===== config.mk =====
export PLATFORM = sky130hd
export DESIGN_NAME = cla_nibble_serial_adder_ctrl
export DESIGN_NICKNAME = d
export VERILOG_FILES = /design/src/rtl/cla_nibble_serial_adder_ctrl_pkg.sv /design/src/rtl/cla_nibble_serial_adder_ctrl_cla4.sv /design/src/rtl/cla_nibble_serial_adder_ctrl.sv
export SDC_FILE = /design/constraint.sdc
export NUM_CORES = 1
export LEC_CHECK = 0
export CORE_MARGIN = 5
export CORE_UTILIZATION = 50
export DETAILED_ROUTE_END_ITERATION = 16
export MAX_ROUTING_LAYER = met4
export PLACE_DENSITY = 0.8
export SLEW_MARGIN = 20
export SYNTH_ARGS = -nofsm -noshare
export SYNTH_HDL_FRONTEND = slang
export SYNTH_HIERARCHICAL = 1
export SYNTH_SLANG_ARGS = --single-unit

===== constraint.sdc =====
create_clock -name clk -period 3.1 [get_ports clk]
set_input_delay 0.775 -clock clk [delete_from_list [all_inputs] [get_ports clk]]
set_output_delay 0.775 -clock clk [all_outputs]
set_load 0.01 [all_outputs]

===== src/rtl/cla_nibble_serial_adder_ctrl_pkg.sv =====
`default_nettype none
// ============================================================================
// Module      : cla_seq_pkg
// Description : Shared types and constants for the nibble-serial CLA adder
//               sequencer: state encoding, nibble width and the nibble-index
//               width helper.
// Revision    : 1.0 - initial release
// ============================================================================
package cla_seq_pkg;

    localparam int NIBBLE_W = 4;

    typedef enum logic [1:0] {
        IDLE = 2'd0,
        RUN  = 2'd1,
        DONE = 2'd2
    } state_t;

    // Width of the nibble counter for a given operand width; never below 1.
    function automatic int calc_idx_w(input int width);
        int nibbles;
        int w;
        nibbles = width / NIBBLE_W;
        w = 0;
        while ((1 << w) < nibbles) begin
            w = w + 1;
        end
        return (w < 1) ? 1 : w;
    endfunction

endpackage
`default_nettype wire


===== src/rtl/cla_nibble_serial_adder_ctrl_cla4.sv =====
`default_nettype none
// ============================================================================
// Module      : four_bit_CLA_adder
// Description : Combinational 4-bit carry-lookahead adder with carry-in and
//               carry-out.
// Revision    : 1.0 - initial release
// ============================================================================
module four_bit_CLA_adder (
    output logic [3:0] sum,
    output logic       c4,
    input  logic [3:0] a,
    input  logic [3:0] b,
    input  logic       c0
);

    logic [3:0] w_p;
    logic [3:0] w_g;
    logic [4:0] w_c;

    // Generate/propagate terms and flattened lookahead carries.
    always_comb begin
        w_p = a ^ b;
        w_g = a & b;
        w_c[0] = c0;
        w_c[1] = w_g[0] | (w_p[0] & c0);
        w_c[2] = w_g[1] | (w_p[1] & w_g[0]) | (w_p[1] & w_p[0] & c0);
        w_c[3] = w_g[2] | (w_p[2] & w_g[1]) | (w_p[2] & w_p[1] & w_g[0])
               | (w_p[2] & w_p[1] & w_p[0] & c0);
        w_c[4] = w_g[3] | (w_p[3] & w_g[2]) | (w_p[3] & w_p[2] & w_g[1])
               | (w_p[3] & w_p[2] & w_p[1] & w_g[0])
               | (w_p[3] & w_p[2] & w_p[1] & w_p[0] & c0);
        sum = w_p ^ w_c[3:0];
        c4  = w_c[4];
    end

endmodule
`default_nettype wire


===== src/rtl/cla_nibble_serial_adder_ctrl.sv =====
`default_nettype none
// ============================================================================
// Module      : cla_nibble_serial_adder_ctrl
// Description : Performs WIDTH-bit additions by running one 4-bit CLA over
//               WIDTH/4 cycles, LSB nibble first, carry chained through a
//               register. valid/ready handshakes on operand and result sides.
//               Optional macro CLA_SEQ_SUB_EN adds an op_sub input selecting
//               a - b (B inverted, nibble-0 carry-in forced to 1).
// Revision    : 1.0 - initial release
// ============================================================================
module cla_nibble_serial_adder_ctrl
    import cla_seq_pkg::*;
#(
    parameter int WIDTH = 16
) (
    input  logic             clk,
    input  logic             rst,
    input  logic             in_valid,
    output logic             in_ready,
    input  logic [WIDTH-1:0] a,
    input  logic [WIDTH-1:0] b,
    input  logic             cin,
`ifdef CLA_SEQ_SUB_EN
    input  logic             op_sub,
`endif
    output logic             out_valid,
    input  logic             out_ready,
    output logic [WIDTH-1:0] sum,
    output logic             cout,
    output logic             ovf,
    output logic             busy
);

    localparam int NIBBLES = WIDTH / NIBBLE_W;
    localparam int IDX_W   = calc_idx_w(WIDTH);
    localparam logic [IDX_W-1:0] c_last_idx = IDX_W'(NIBBLES - 1);

    state_t           r_state;
    state_t           w_state_next;
    logic [IDX_W-1:0] r_idx;
    logic             r_carry;
    logic [WIDTH-1:0] r_a;
    logic [WIDTH-1:0] r_b;
    logic [WIDTH-1:0] r_sum;
    logic             r_cout;
    logic             r_ovf;
    logic [WIDTH-1:0] w_beff;
    logic [3:0]       w_nib_sum;
    logic             w_nib_c4;
    logic             w_last;
    logic             w_accept;
    logic             w_start_carry;

`ifdef CLA_SEQ_SUB_EN
    logic             r_sub;

    // Subtraction feeds the adder with ~B; the +1 comes from the start carry.
    always_comb begin
        w_beff        = r_sub ? ~r_b : r_b;
        w_start_carry = op_sub ? 1'b1 : cin;
    end

    // Operation select is captured alongside the operands.
    always_ff @(posedge clk) begin
        if (rst) begin
            r_sub <= 1'b0;
        end else if (w_accept) begin
            r_sub <= op_sub;
        end
    end
`else
    // Plain addition: B passes through and cin seeds nibble 0.
    always_comb begin
        w_beff        = r_b;
        w_start_carry = cin;
    end
`endif

    four_bit_CLA_adder u_cla (
        .sum (w_nib_sum),
        .c4  (w_nib_c4),
        .a   (r_a[{r_idx, 2'b00} +: NIBBLE_W]),
        .b   (w_beff[{r_idx, 2'b00} +: NIBBLE_W]),
        .c0  (r_carry)
    );

    // Handshake qualifiers and the last-nibble flag.
    always_comb begin
        w_accept = (r_state == IDLE) && in_valid;
        w_last   = (r_idx == c_last_idx);
    end

    // State register.
    always_ff @(posedge clk) begin
        if (rst) begin
            r_state <= IDLE;
        end else begin
            r_state <= w_state_next;
        end
    end

    // Next-state logic: IDLE -> RUN on accept, RUN -> DONE on last nibble,
    // DONE -> IDLE once the consumer takes the result.
    always_comb begin
        w_state_next = r_state;
        case (r_state)
            IDLE:    if (in_valid)  w_state_next = RUN;
            RUN:     if (w_last)    w_state_next = DONE;
            DONE:    if (out_ready) w_state_next = IDLE;
            default:                w_state_next = IDLE;
        endcase
    end

    // Datapath: operand capture, one nibble per RUN cycle, flags on the last.
    always_ff @(posedge clk) begin
        if (rst) begin
            r_idx   <= '0;
            r_carry <= 1'b0;
            r_a     <= '0;
            r_b     <= '0;
            r_sum   <= '0;
            r_cout  <= 1'b0;
            r_ovf   <= 1'b0;
        end else begin
            case (r_state)
                IDLE: begin
                    if (in_valid) begin
                        r_a     <= a;
                        r_b     <= b;
                        r_carry <= w_start_carry;
                        r_idx   <= '0;
                        r_sum   <= '0;
                    end
                end
                RUN: begin
                    r_sum[{r_idx, 2'b00} +: NIBBLE_W] <= w_nib_sum;
                    r_carry <= w_nib_c4;
                    if (w_last) begin
                        r_idx  <= '0;
                        r_cout <= w_nib_c4;
                        r_ovf  <= (r_a[WIDTH-1] == w_beff[WIDTH-1]) &&
                                  (w_nib_sum[NIBBLE_W-1] != r_a[WIDTH-1]);
                    end else begin
                        r_idx <= r_idx + 1'b1;
                    end
                end
                default: begin
                end
            endcase
        end
    end

    // Output mapping.
    always_comb begin
        in_ready  = (r_state == IDLE);
        out_valid = (r_state == DONE);
        busy      = (r_state != IDLE);
        sum       = r_sum;
        cout      = r_cout;
        ovf       = r_ovf;
    end

endmodule
`default_nettype wire


Yosys cells after proc, flatten, opt, wreduce, memory -nomap -nowiden --
Cells that the tools add are included.
Word-level totals: register bits after elaboration 55, latch bits 0, bits in writable memories 0, ROM bits 0, input bits 37, output and inout bits 21, logic and storage cells 71, memories 0
Cells by class: add/sub/neg operators 2, multiply operators 0, divide/modulo/power cells 0, magnitude comparators 0, equal/unequal tests 8, shifts and indexed selects 4, mux-type cells 12, bitwise gates (word level) 29, reductions and logical operators 8
Operator list (count):
- $pmux 16 s2 | 1
- $shiftx 16x5->4 | 2
- $and 1x1->1 | 16
- $bwmux 16 | 1
- $mux 16 | 1
- $shift 4x6->16 const A | 1
- $shiftx 4x6->16 | 1
- $mux 2 | 5
- $or 1x1->1 | 10
- $xor 4x4->4 | 2
- $neg 4->6 | 1
- $pmux 2 s3 | 1
- $reduce_and 2->1 | 3
- $and 4x4->4 | 1
- $eq 2x2->1 const B | 2
- $ne 2x2->1 const B | 2
- $pmux 2 s2 | 1
- $reduce_bool 2->1 | 2
- $reduce_and 3->1 | 1
- $add 2x1->2 const B | 1
- $eq 2x1->1 const B | 1
- $logic_not 2->1 | 1
- $ne 2x1->1 const B | 1
- $pmux 1 s2 | 1
- other kinds (4) | 4

Longest topological paths before layout --
Gate-level depths: netlist of the first run.
depth after elaboration 10, gate-level depth with buffers 8, gate-level depth less buffers 7

Modules after synthesis --
The synthesis of the first run kept the hierarchy.
By module, submodules not included:
- cla_nibble_serial_adder_ctrl | instances 1, cells an instance 245, area each 2366.0 sq um, seq. area each 1101.1 sq um
- four_bit_CLA_adder | instances 1, cells an instance 17, area each 147.6 sq um, seq. area each 0.0 sq um

Least setup slack after synthesis of the first run --
No wires, ideal clock.
path type register -> register, start register r_idx[0], end register r_ovf (netlist: ovf), library setup time 0.086 ns, arrival 2.525 ns, data required time 3.014 ns, setup slack 0.490 ns, stages on the path, launching flop included 9, buffers on the path 1, clock period less this slack 2.610 ns, path through dfxtp_1 > buf_2 > mux4_2 > ha_1 > a21o_1 > a31o_1 > xor2_1 > a21oi_1 > a211oi_1
Between the ends: cells in the longest elaborated chain, start to end 9, elaborated cells on any way between the ends 17, those cells by class 2 x eq/ne; 2 x shift; 11 x bitwise; 2 x reduce/logical
RTL lines:
- start: declaration | line cla_nibble_serial_adder_ctrl.sv:40 | logic [IDX_W-1:0] r_idx;
- start signal: assignment | line cla_nibble_serial_adder_ctrl.sv:144 | r_idx <= r_idx + 1'b1;
- $shiftx 16x5->4 (on tied branches) | line cla_nibble_serial_adder_ctrl.sv:82, cla_nibble_serial_adder_ctrl.sv:83
- $xor 4x4->4 or $and 4x4->4 (tied branches) | line cla_nibble_serial_adder_ctrl_cla4.sv:22, cla_nibble_serial_adder_ctrl_cla4.sv:23
- $and 1x1->1 (on tied branches) | line cla_nibble_serial_adder_ctrl_cla4.sv:27, cla_nibble_serial_adder_ctrl_cla4.sv:28
- $or 1x1->1, or another cell as far along | line cla_nibble_serial_adder_ctrl_cla4.sv:27 | w_c[3] = w_g[2] | (w_p[2] & w_g[1]) | (w_p[2] & w_p[1] & w_g[0])
- $or 1x1->1 or $and 1x1->1 (tied branches) | line cla_nibble_serial_adder_ctrl_cla4.sv:27, cla_nibble_serial_adder_ctrl_cla4.sv:28
- $or 1x1->1 | line cla_nibble_serial_adder_ctrl_cla4.sv:28 | | (w_p[2] & w_p[1] & w_p[0] & c0);
- $xor 4x4->4 * | line cla_nibble_serial_adder_ctrl_cla4.sv:32 | sum = w_p ^ w_c[3:0];
- net w_nib_sum[3] | line cla_nibble_serial_adder_ctrl.sv:48 | logic [3:0] w_nib_sum;
- $ne 1x1->1 * | line cla_nibble_serial_adder_ctrl.sv:142 | (w_nib_sum[NIBBLE_W-1] != r_a[WIDTH-1]);
- $logic_and 1x1->1 * | line cla_nibble_serial_adder_ctrl.sv:141 | r_ovf <= (r_a[WIDTH-1] == w_beff[WIDTH-1]) &&
- end signal: assignment | line cla_nibble_serial_adder_ctrl.sv:141
- end: declaration | line cla_nibble_serial_adder_ctrl.sv:46 | logic r_ovf;
The timed path passes the listed nets; every way through them passes the cells marked *. A chain may end at the register's enable or synchronous reset.

Worst setup path in the final report of the first run --
Ends and elaborated chain as after synthesis.

==> impl_metrics.tcl, run 1 <==
set metrics [dict create \
    fmax_mhz 373 \
    required_ns 3.33 \
    drt_iter0_markers 112 \
    run_status "finished clean" \
    grt_pass1_wl_um 8790 \
    rows 25 \
    synth_ff_type "dfxtp_1" \
    ant_nets 0 \
    cts_buffers 5 \
    root_buffer "clkbuf_8" \
    portBuffers 57 \
    area_growth_pct 25.8 \
    ys_seq_area_share_pct 43.8 \
    vias 2001 \
    cts.repair.resized 0 \
    path_clk_slew_ns 0.10 \
    powerDensity_nw_per_um2 437 \
    fin_ws_ns 0.419 \
    rsz0062_at_grt "false" \
    p_leak_nw 1.21 \
    maxSlewViolCount 0 \
    cts_max_level 2 \
    wirelength_um 5280 \
    grt_max_degree 44 \
    pin_count 58 \
    routedWlPerCell_um 13.8 \
    critical_path_class "reg -> reg" \
    reg2reg_from "r_idx[0]$_SDFFE_PP0P_" \
    clock_latency_ns 0.31 \
    arrival_ns 2.91 \
    synth-edff-count 0 \
    cp_max_fo 9 \
    vdd_drop_max_v 0.000248 \
    syn_area_um2 2510 \
    period_share_pct 86.5 \
    drv_cap 0 \
    multi_input_area_um2 1240 \
    start_util_pct 52.2 \
    antenna_found_initial 0 \
    hold_class "reg -> reg" \
    drc 0 \
    fin_nets 362 \
    total_power_mw 1.38 \
    synth-warning-count 6 \
    viasPerCell 5.24 \
    clock_skew_ns 0.00646 \
    synthDistinctLibCells 37 \
    diodes 0 \
    ys_seq_elements 55 \
    hold_buffers 0 \
    async_reset_ff_share_pct 0 \
    setup_tns_ns 0 \
    cts_tree "done" \
    endpoint_kind "register" \
    grt_pass1_vias 2008 \
    synthCells 262 \
    cts_sinks 55 \
    synth_nets 310 \
    cts.path.max_buffers 2 \
    setup_viol 0 \
    die_w_um 80.9 \
    regToRegSetupSlack_ns 0.42 \
    hold_violations 0 \
    syn_area_per_cell_um2 9.59 \
    gr-total-overflow 0 \
    pre_cts_ws_ns 0.447 \
    hold_path.startpoint "r_a[14]$_SDFFE_PP0P_" \
    die_h_um 80.9 \
    core_um2 4820 \
    hold_end "r_a[14]$_SDFFE_PP0P_" \
    r2r-end "ovf$_SDFFE_PP0P_" \
    period_minus_slack_ns 2.68 \
    maxSlewHeadroom_pct 59.7 \
    seq_area_um2 1100 \
    track_usage_pct 17.7 \
    post-cts-setup-buffer-count 0 \
    layout-drive-gt1-share_pct 9.52 \
    max_slew.worst_pin.slew_ns 0.603 \
    dp_hpwl_um 3950 \
    startpoint_type "register" \
    place_congestion 0.833 \
    die_area_um2 6550 \
    drtPass1Iterations 4 \
    worstHoldPathCells 2 \
    worstRegToRegCells 7 \
    fillers 441 \
    hold_slack_ns 0.458 \
]
==> flip-flops by register name, indices dropped and copies added, names as in the netlist <==
name and count:
r_b 16, ovf 1, r_carry 1, r_state 2, r_idx 2, cout 1, r_a 16, sum 16
==> power breakdown <==
| part | total, mW | internal, mW | leakage (nW) | switching [mW] |
|---|---|---|---|---|
| clock network | 0.401 | 0.162 | 0.0408 | 0.239 |
| registers | 0.763 | 0.736 | 0.449 | 0.0266 |
| logic | 0.217 | 0.114 | 0.717 | 0.103 |
==> layout by cell type, fill, tap and decap left out, types with 3 or more instances in the layout <==
cell,count
nor2_1,3
mux4_2,8
nand2_1,66
mux2_2,4
clkbuf_8,5
clkdlybuf4s50_1,57
a21oi_1,42
buf_4,5
inv_1,9
a21o_1,3
dfxtp_1,55
ha_1,10
a22o_1,16
==> cells by family (layout without fill, tap and decap cells) <==
kind of cell             count (synthesis)  after routing  synth area share [%]
buffers and inverters                   26             79                  6.77
AND/OR/NAND/NOR                         87             87                  16.5
XOR/XNOR                                 3              3                  1.05
adder cells (fa/ha/maj)                 11             11                  5.77
multiplexers                            13             13                  9.36
flip-flops                              55             55                  43.8
AO/OA/AOI/OAI                           67             67                  16.7
==> worst max-delay path: stages (launching register included) <==
cell and delay [ns]:
dfxtp_1 0.66, mux4_2 0.59, ha_1 0.31, a21o_1 0.19, a31o_1 0.25, xor2_1 0.26, a21oi_1 0.11, a211oi_1 0.23
==> synth_stat cells (all sizes together) (2+ instances only) <==
cell    instances  share of area (%)
a211oi          2               0.60
a21o            3               0.90
a21oi          42                8.4
a22o           16                5.6
buf            14                5.0
clkbuf          3               0.45
dfxtp          55                 44
ha             10                5.0
inv             9                1.3
mux2            4                1.8
mux4            8                7.2
nand2          66                9.9
nand2b          2               0.50
nand3           2               0.40
nand3b          2               0.60
nor2            3               0.45
nor2b           2               0.50
nor3            2                1.0
nor3b           2                1.0
xnor2           2               0.70
==> cell type report <==
cell class | count | share of cell area [%]
flip-flops and latches | 55 | 34.8
clock buffers | 5 | 2.18
repair buffers | 62 | 19.2
multi-input cells | 181 | 39.3
clock inverters | 3 | 0.752
inverters | 9 | 1.07
well taps | 67 | 2.65
==> metrics by stage <==
stage                     cells  area (um^2)  util [%]
after floorplan             262         2510         -
after global placement      374         3070      63.7
after detailed placement    374         3070      63.7
after CTS                   382         3160      65.6
after global routing        382         3160      65.6
final                       382         3160      65.6
==> worst max path at each step <==
| stage | startpoint | endpoint | depth (start not counted) |
|---|---|---|---|
| finish | r_idx[0]$_SDFFE_PP0P_ | ovf$_SDFFE_PP0P_ | 7 |
| global route | r_idx[0]$_SDFFE_PP0P_ | ovf$_SDFFE_PP0P_ | 7 |
| CTS | r_idx[0]$_SDFFE_PP0P_ | ovf$_SDFFE_PP0P_ | 7 |
| detailed placement | r_idx[0]$_SDFFE_PP0P_ | sum[15]$_SDFFE_PP0P_ | 7 |
| global placement | r_idx[0]$_SDFFE_PP0P_ | sum[7]$_SDFFE_PP0P_ | 7 |
| floorplan | r_idx[0]$_SDFFE_PP0P_ | ovf$_SDFFE_PP0P_ | 8 |
==> layer usage <==
layer	wire (um)	part of all wire (%)	track usage [%]	vias to the layer above
met5	0	0	-	-
met3	304	5.8	4.32	6
met4	62	1.2	6.42	0
met1	2170	41	19.5	927
li1	-	-	-	1010
met2	2740	52	31.0	58
No activity file was read; power rests on OpenSTA's default activity.
==> run 2, diff against run 1 <==
CORE_MARGIN = 1   (was 5)
==> run 2 against run 1 <==
Compared with the run above:
- die area is 19% lower
- total power decreased by 1.4%
- sequential power hardly changed
- count of clock-buffer cells in the layout grew 1
- worst setup slack worse by 0.094 ns
- fmax is 3.4% lower
- critical path depth did not move
- sequential cell count stayed put
- non-clock buffer count rose by 1
- largest cell class unchanged
- highest routed layer unchanged
==> impl_metrics.tcl, run 2 (same netlist as run 1, synthesis figures left out) <==
set metrics [dict create \
    run_status "finished clean" \
    grt_pass1_vias 1891 \
    wl_met2_um 2470 \
    rows 25 \
    place_congestion 0.813 \
    maxSlewViolCount 0 \
    drtPass1Iterations 4 \
    place_area_um2 3080 \
    crit_family "flip-flops" \
    root_buffer "clkbuf_8" \
    cts.repair.resized 0 \
    fin_nets 363 \
    mostFrequentLayoutCell "nand2_1" \
    cts_max_level 2 \
    required_ns 3.32 \
    critPathBufInv 0 \
    power.share.clock_pct 28.1 \
    cts_tree "done" \
    viasPerCell 5.17 \
    powerDensity_nw_per_um2 431 \
    hold_buffers 0 \
    startpoint_type "register" \
    intPower_mw 1.01 \
    vdd_drop_max_v 0.000308 \
    cp_max_fo 13 \
    ant_nets 0 \
    top_layer "met4" \
    clock_skew_ns 0.00448 \
    wl_met3_um 181 \
    hold_class "reg -> reg" \
    diodes 0 \
    clock_latency_ns 0.30 \
    cp_cell_sequence "mux4_2 -> ha_1 -> a21o_1 -> a31o_1 -> xor2_1 -> a21oi_1 -> a211oi_1" \
    post-cts-setup-buffer-count 0 \
    period_minus_slack_ns 2.77 \
    endpoint_kind "register" \
    antenna_found_initial 0 \
    p_comb_share_pct 15.9 \
    drt_iter0_markers 114 \
    met1_length_um 2330 \
    maxSlewHeadroom_pct 54.8 \
    die_h_um 72.9 \
    dp_hpwl_um 3800 \
    layout-drive-gt1-share_pct 9.49 \
    path_clk_slew_ns 0.09 \
    die_w_um 72.9 \
    area_growth_pct 25.8 \
    arrival_ns 3.00 \
    netSwitchingPower_uw 353 \
    pin_count 58 \
    start_util_pct 52.5 \
    vias 1980 \
    post-route-cell-area_um2 3160 \
    routedWlPerCell_um 13.3 \
    setup_tns_ns 0 \
    drc 0 \
    grt_max_degree 33 \
    wirelength_um 5100 \
    cpPeakStageDelay_ns 0.77 \
    period_share_pct 89.5 \
    grt_pass1_wl_um 8900 \
    p_leak_nw 1.21 \
    portBuffers 57 \
    critical_path_class "reg -> reg" \
    final_cell_mix "66 x nand2_1, 57 x clkdlybuf4s50_1, 55 x dfxtp_1" \
    track_usage_pct 22.6 \
    gr-total-overflow 0 \
    rsz0062_at_grt "false" \
    core_um2 4790 \
    cts_sinks 55 \
    sequentialPowerShare_pct 56.1 \
    hold_violations 0 \
    die_area_um2 5320 \
    max_slew.worst_pin.slew_ns 0.677 \
    cts.path.max_buffers 2 \
    drv_cap 0 \
    cts_buffers 5 \
    crit_slowest_cell "dfxtp_1" \
    setup_viol 0 \
    swShare_pct 25.9 \
    fmax_mhz 360 \
]
[run 2: changes by cell type in the layout (fill, tap and decap cells not counted), sizes merged]
cell	change
buf	+1
clkbuf	+1
clkinv	+1
clkinvlp	-1
inv	-1
[run 2: area by class of cell]
type | count | area (um^2)
clock buffers | 6 | 72.6
multi-input cells | 181 | 1240
well taps | 67 | 83.8
inverters | 9 | 33.8
clock inverters | 2 | 12.5
fillers | 398 | 1620
repair buffers | 63 | 616
flip-flops and latches | 55 | 1100
[run 2: per-layer routing]
layer  track usage, %  vias to the layer above
met4             9.59                        0
met5                -                        -
met2             36.0                       54
met3             4.97                       11
li1                 -                     1016
met1             27.8                      899
[run 2: final timing paths]
path                    endpoint  cells after the start             startpoint  slack (ns)
max             ovf$_SDFFE_PP0P_                      7  r_idx[0]$_SDFFE_PP0P_        0.33
min          r_b[1]$_SDFFE_PP0P_                      2    r_b[1]$_SDFFE_PP0P_        0.46
max reg2reg     ovf$_SDFFE_PP0P_                      7  r_idx[0]$_SDFFE_PP0P_        0.33
min reg2reg  r_b[1]$_SDFFE_PP0P_                      2    r_b[1]$_SDFFE_PP0P_        0.46
[run 2: tightest hold or removal path: stages (launching register included)]
cell and delay [ns]:
dfxtp_1 0.32, nand2_1 0.05, a21oi_1 0.05
[run 2: power by group through the flow]
stage | Clock, mW | Sequential, mW | Combinational, mW
5_1_grt | 0.413 | 0.769 | 0.240
4_1_cts | 0.389 | 0.764 | 0.217
3_5_place_dp | 0 | 0.780 | 0.216
6_report | 0.382 | 0.763 | 0.216
3_3_place_gp | 0 | 0.779 | 0.210
2_1_floorplan | 0 | 0.765 | 0.149
[run 2: metrics by stage]
stage	total power, mW	utilization (%)	std cells	worst slack, ns	hold WS, ns
after floorplan	0.914	-	262	0.490	0.433
after global placement	0.989	64.3	375	0.446	0.442
after detailed placement	0.996	64.3	375	0.364	0.446
after CTS	1.37	66.1	383	0.339	0.459
after global routing	1.42	66.1	383	0.104	0.474
final	1.36	66.1	383	0.325	0.456
